[src/rtl/daisy_chain_pkg.sv]
// -----------------------------------------------------------------------------
// daisy_chain_pkg
// Shared definitions for the interrupt acknowledge daisy-chain sequencer:
// default parameter values, the FSM state encoding and a small decode helper.
// -----------------------------------------------------------------------------
package daisy_chain_pkg;

    localparam int VEC_W_DEF       = 8;
    localparam int SETTLE_CYC_DEF  = 4;
    localparam int RELEASE_CYC_DEF = 2;

    typedef enum logic [2:0] {
        ST_IDLE    = 3'd0,
        ST_ACK     = 3'd1,
        ST_CAPTURE = 3'd2,
        ST_PRESENT = 3'd3,
        ST_RELEASE = 3'd4
    } seq_state_t;

    // States during which the acknowledge line into the chain is held low.
    function automatic logic ack_asserted(input seq_state_t st);
        logic res;
        case (st)
            ST_ACK, ST_CAPTURE, ST_PRESENT: res = 1'b1;
            default:                        res = 1'b0;
        endcase
        return res;
    endfunction

endpackage

[src/rtl/irq_ack_sequencer_sync_2ff.sv]
// -----------------------------------------------------------------------------
// sync_2ff
// Two-flop synchronizer bringing an asynchronous level into the clk domain.
// Ports:
//   clk   - sampling clock
//   rst_n - synchronous active-low reset, clears both flops
//   d     - asynchronous input level
//   q     - synchronized output level
// -----------------------------------------------------------------------------
module sync_2ff (
    input  logic clk,
    input  logic rst_n,
    input  logic d,
    output logic q
);

    logic meta_r;
    logic sync_r;

    // Two-stage resynchronization of the asynchronous input.
    always_ff @(posedge clk) begin
        if (!rst_n) begin
            meta_r <= 1'b0;
            sync_r <= 1'b0;
        end else begin
            meta_r <= d;
            sync_r <= meta_r;
        end
    end

    assign q = sync_r;

endmodule

[src/rtl/irq_ack_sequencer.sv]
// -----------------------------------------------------------------------------
// irq_ack_sequencer
// Runs the acknowledge handshake on an interrupt daisy chain: detects a
// request, drives ACK low, lets the chain settle, captures the vector of the
// acknowledging device, presents it to the host and releases ACK.
// Ports:
//   clk          - sole clock
//   rst_n        - synchronous active-low reset
//   IRQ_chain_n  - active-low request from the chain head (asynchronous)
//   vector_in    - vector driven by the acknowledged device while ACK is low
//   int_en       - host interrupt enable, gates only new acknowledge cycles
//   host_ready   - host accepts the presented vector
//   ACK_chain_n  - active-low acknowledge into the chain head
//   int_valid    - vector valid toward the host
//   int_vector   - last captured vector
//   spurious     - one-cycle pulse when the request vanished during settle
//   busy         - high whenever the sequencer is not idle
// -----------------------------------------------------------------------------
module irq_ack_sequencer
    import daisy_chain_pkg::*;
#(
    parameter int VEC_W       = VEC_W_DEF,
    parameter int SETTLE_CYC  = SETTLE_CYC_DEF,
    parameter int RELEASE_CYC = RELEASE_CYC_DEF
) (
    input  logic             clk,
    input  logic             rst_n,
    input  logic             IRQ_chain_n,
    input  logic [VEC_W-1:0] vector_in,
    input  logic             int_en,
    input  logic             host_ready,
    output logic             ACK_chain_n,
    output logic             int_valid,
    output logic [VEC_W-1:0] int_vector,
    output logic             spurious,
    output logic             busy
);

    seq_state_t       state_r;
    logic [3:0]       cnt_r;
    logic             ack_chain_n_r;
    logic             int_valid_r;
    logic [VEC_W-1:0] int_vector_r;
    logic             spurious_r;
    logic             busy_r;
    logic             irq_s;

    // The request is active-low on the chain; synchronize it as active-high.
    sync_2ff u_irq_sync (
        .clk   (clk),
        .rst_n (rst_n),
        .d     (~IRQ_chain_n),
        .q     (irq_s)
    );

    // Sequencer FSM with settle/release counter, capture register and outputs.
    always_ff @(posedge clk) begin
        if (!rst_n) begin
            state_r       <= ST_IDLE;
            cnt_r         <= 4'd0;
            ack_chain_n_r <= 1'b1;
            int_valid_r   <= 1'b0;
            int_vector_r  <= {VEC_W{1'b0}};
            spurious_r    <= 1'b0;
            busy_r        <= 1'b0;
        end else begin
            spurious_r    <= 1'b0;
            // ACK is a registered decode of the current state, so it trails
            // the IDLE decision by one cycle; the settle count is aligned to it.
            ack_chain_n_r <= ~ack_asserted(state_r);
            case (state_r)
                ST_IDLE: begin
                    if (irq_s && int_en) begin
                        state_r <= ST_ACK;
                        cnt_r   <= 4'd0;
                        busy_r  <= 1'b1;
                    end else begin
                        busy_r  <= 1'b0;
                    end
                end
                ST_ACK: begin
                    // A vanished request wins over a completing count.
                    if (!irq_s) begin
                        state_r    <= ST_RELEASE;
                        cnt_r      <= 4'd0;
                        spurious_r <= 1'b1;
                    end else if (cnt_r == 4'(SETTLE_CYC - 1)) begin
                        state_r <= ST_CAPTURE;
                        cnt_r   <= 4'd0;
                    end else begin
                        cnt_r   <= cnt_r + 4'd1;
                    end
                end
                ST_CAPTURE: begin
                    int_vector_r <= vector_in;
                    int_valid_r  <= 1'b1;
                    state_r      <= ST_PRESENT;
                end
                ST_PRESENT: begin
                    if (host_ready) begin
                        int_valid_r <= 1'b0;
                        state_r     <= ST_RELEASE;
                        cnt_r       <= 4'd0;
                    end else begin
                        int_valid_r <= 1'b1;
                    end
                end
                ST_RELEASE: begin
                    if (cnt_r == 4'(RELEASE_CYC - 1)) begin
                        state_r <= ST_IDLE;
                        cnt_r   <= 4'd0;
                        busy_r  <= 1'b0;
                    end else begin
                        cnt_r   <= cnt_r + 4'd1;
                    end
                end
                default: begin
                    state_r     <= ST_IDLE;
                    cnt_r       <= 4'd0;
                    int_valid_r <= 1'b0;
                    busy_r      <= 1'b0;
                end
            endcase
        end
    end

    assign ACK_chain_n = ack_chain_n_r;
    assign int_valid   = int_valid_r;
    assign int_vector  = int_vector_r;
    assign spurious    = spurious_r;
    assign busy        = busy_r;

endmodule

[config.mk]
export PLATFORM = sky130hd
export DESIGN_NAME = irq_ack_sequencer
export DESIGN_NICKNAME = d
export VERILOG_FILES = /design/src/rtl/daisy_chain_pkg.sv /design/src/rtl/irq_ack_sequencer_sync_2ff.sv /design/src/rtl/irq_ack_sequencer.sv
export SDC_FILE = /design/constraint.sdc
export NUM_CORES = 1
export LEC_CHECK = 0
export CAP_MARGIN = 20
export CORE_MARGIN = 2
export CORE_UTILIZATION = 30
export DETAILED_ROUTE_END_ITERATION = 12
export HOLD_SLACK_MARGIN = 0.02
export SLEW_MARGIN = 40
export SYNTH_ARGS = -nofsm -noshare
export SYNTH_HDL_FRONTEND = slang
export SYNTH_SLANG_ARGS = --single-unit
export TNS_END_PERCENT = 5
[constraint.sdc]
create_clock -name clk -period 2.21 [get_ports clk]
set_input_delay 0.442 -clock clk [delete_from_list [all_inputs] [get_ports clk]]
set_output_delay 0.442 -clock clk [all_outputs]
set_load 0.02 [all_outputs]
==> metrics.md <==
| Metric | Value |
|---|---|
| Top fanout value on the critical path | 10 |
| Worst slack, placed | 0.3112 ns |
| Dominant delay contributor by cell family on the critical path | simple AND/OR/NAND/NOR gates |
| Final design area excluding fillers | 1264 µm² |
| Number of synthesized register bits | 21 |
| Inserted Clock Buffers | 3 |
| Worst-case clock skew | 0.004134 ns |
| Average cell area after synthesis | 8.691 µm² |
| Met3 layer wire length in the routed design | 59 µm |
| Worst hold path type | flip-flop to flip-flop |
| Hold-fix buffers, CTS | 0 |
| Total of max-cap violations | 0 |
| Commonest non-fill, non-tap cell in the layout | sky130_fd_sc_hd__clkdlybuf4s50_1 |
| Class of the most critical setup path | flip-flop to flip-flop |
| Post-Syn Nets | 127 |
| GR Util All Layers | 12.23% |
| Worst setup EP type | flip-flop |
| Critical path buffer and inverter count | 0 |
| Placement Cell Area | 1236 µm² |
| Worst setup SP type | flip-flop |
| Synthesis-to-finish area growth | 31.00% |
| Final critical-path required period | 1.722 ns |
| Initial Utilization | 31.60% |
| Routed wire length per instance | 11.61 µm |
| Share of layout cells above drive strength 1 | 8.955% |
| Final Setup Violations | 0 |
| Via count of the first global-routing pass | 757 |
| Met1 Wirelength | 943 µm |
| Die Y-Extent | 60.71 µm |
| Gate Count Post-Synth | 111 |
| Final total negative setup slack | 0 ns |
| Cell with the largest stage delay on the worst path | sky130_fd_sc_hd__or4_1 |
| Die ar. | 3685 µm² |
| Global-route wire length before repair | 3.312 mm |
| Average via count per standard cell | 4.742 |
| Most frequently used flop master after synthesis | sky130_fd_sc_hd__dfxtp_1 |
| FMAX | 0.5808 GHz |
| Maximum ir drop on the vdd rail | 0.2687 mV |
| Clock sink count | 21 |
| Utilization after layout | 41.39% |
| Clock tree from TritonCTS | done |
| Total global routing overflow | 0 |
| DRT Pass-1 Iters | 3 |
| DR top layer | met4 |
| Fraction of registers with async set/reset | 0% |
| Final ANT Viol Nets | 0 |
| Net total in the final layout | 151 |
| Core region area | 3053 µm² |
| Detailed-route wire length | 2.066 mm |
| ANT cells | 0 |
| Post-Syn Area | 964.7 µm² |
| Number of design-rule violations left by the first detailed-router iteration | 26 |
| Pin slew with the least headroom to its limit | 0.5342 ns |
| Maximum number of pins on one net before global-route repair | 17 |
| Data arrival, critical path | 1.96 ns |
| Post-CTS clock slew at the launch and capture registers of the worst setup and hold paths | 0.12 ns |
| Clock tree buffer depth | 2 |
| Power per cell area | 687.9 nW/µm² |
| Slowest Stage Delay on Critical Path | 0.49 ns |
| Total of cells resized after clock tree synthesis | 0 |
| Row Count | 20 |
| Sequential element share of the synthesized area | 43.58% |
| Total number of H-tree levels | 1 |
| Number of pins with negative max-slew slack in the final report | 0 |
| Buffer count from post-CTS setup fixing | 0 |
| Count of cell types in the netlist | 34 |
| Final clock period utilization by the worst path | 77.90% |
| GP Congestion | 0.7637 |
| Data required time at the worst endpoint | 2.44 ns |
| Status | finished clean |
| Highest-count cells in the layout ignoring fill and taps | 24 x sky130_fd_sc_hd__clkdlybuf4s50_1, 21 x sky130_fd_sc_hd__dfxtp_1, 19 x sky130_fd_sc_hd__nand2_1 |
| DIE WIDTH | 60.71 µm |
| Endpoints failing hold | 0 |
| RSZ-0062 raised after global routing | false |
| Via Count | 844 |
| Port Buf Inserts | 24 |
| Least setup slack across all paths after layout | 0.4883 ns |
| Later-pin clock latency in the skew report | 0.30 ns |
| # DRC | 0 |
| Leakage power | 0.0004405 µW |
| Io pins | 25 |
| Cell chosen for the clock root | sky130_fd_sc_hd__clkbuf_4 |
| Number of synthesized flops with an enable pin | 0 |
| Max-slew headroom at the worst pin | 64.35% |
| Synthesis Warnings | 0 |
| Cell breakdown of the critical path | ha_1, nor3b_4, o22ai_4, or4_1, a21oi_1 |
| Half-perimeter wire length after detailed placement | 1.521 mm |
| Initial antenna violation count | 0 |
| Met2 Routed Length | 1.033 mm |
## metrics by stage
stage | hold slack (ns) | total power [µW] | instances
2_1_floorplan | 0.4119 | 615.6 | 111
3_3_place_gp | 0.4217 | 682.2 | 174
3_5_place_dp | 0.4184 | 692.2 | 174
4_1_cts | 0.4484 | 880.0 | 178
5_1_grt | 0.4741 | 929.8 | 178
6_report | 0.4486 | 869.3 | 178
## kinds of logic after synthesis
kind of cell	count (synthesis)	synth area share (%)
buffers and inverters	10	4.797
AO/OA/AOI/OAI	27	17.90
adder cells (fa/ha/maj)	3	3.891
AND/OR/NAND/NOR	48	27.76
multiplexers	2	2.075
flip-flops	21	43.58
## state kept, by name, summed over array words and instances (netlist names)
name / count
ACK_chain_n: 1
busy: 1
cnt_r: 4
int_valid: 1
int_vector: 8
spurious: 1
state_r: 3
u_irq_sync.meta_r: 1
u_irq_sync.q: 1
## power by group
part	leakage, µW	switching, µW	internal [µW]
clock	0.0000177	119	67.4
sequential	0.000170	45.7	407
combinational	0.000253	119	111
total	0.000441	284	586
## cells in the mapped netlist, types with 2 or more instances
cell type | instances | area [µm²]
sky130_fd_sc_hd__nor2_1 | 7 | 26.28
sky130_fd_sc_hd__ha_1 | 3 | 37.54
sky130_fd_sc_hd__nand3_1 | 6 | 30.03
sky130_fd_sc_hd__nand4b_1 | 3 | 26.28
sky130_fd_sc_hd__o21ai_1 | 2 | 10.01
sky130_fd_sc_hd__o21ai_0 | 3 | 15.01
sky130_fd_sc_hd__mux2i_1 | 2 | 20.02
sky130_fd_sc_hd__a21oi_1 | 14 | 70.07
sky130_fd_sc_hd__nand2_1 | 19 | 71.32
sky130_fd_sc_hd__inv_1 | 4 | 15.01
sky130_fd_sc_hd__clkbuf_1 | 4 | 15.01
sky130_fd_sc_hd__and2_1 | 2 | 12.51
sky130_fd_sc_hd__dfxtp_1 | 21 | 420.4
## layout make-up
class | count | area [µm²]
well taps | 44 | 55.05
flip-flops and latches | 21 | 420.4
repair buffers | 25 | 247.7
multi-input cells | 80 | 498.0
clock inverters | 1 | 5.005
fillers | 351 | 1789
clock buffers | 3 | 22.52
inverters | 4 | 15.01
## layer usage
layer / global-route usage, % / vias up
met5: 0 / -
met1: 14.57 / 395
met4: 6.522 / 0
met3: 1.279 / 2
li1: - / 434
met2: 21.51 / 13
## worst register-to-register path, cell delays in order (launching register included)
cell                      delay, ns
sky130_fd_sc_hd__dfxtp_1       0.44
sky130_fd_sc_hd__ha_1          0.19
sky130_fd_sc_hd__nor3b_4       0.24
sky130_fd_sc_hd__o22ai_4       0.16
sky130_fd_sc_hd__or4_1         0.49
sky130_fd_sc_hd__a21oi_1       0.13
## final timing paths
kind	start	depth (start not counted)	endpoint	slack, ns
max reg2reg	cnt_r[0]$_SDFFE_PN0P_	5	state_r[0]$_SDFFE_PN0P_	0.49
min reg2reg	u_irq_sync.meta_r$_SDFF_PN0_	1	u_irq_sync.q$_SDFF_PN0_	0.45
max	cnt_r[0]$_SDFFE_PN0P_	5	state_r[0]$_SDFFE_PN0P_	0.49
min	u_irq_sync.meta_r$_SDFF_PN0_	1	u_irq_sync.q$_SDFF_PN0_	0.45
Power figures use the tool's default switching activity.
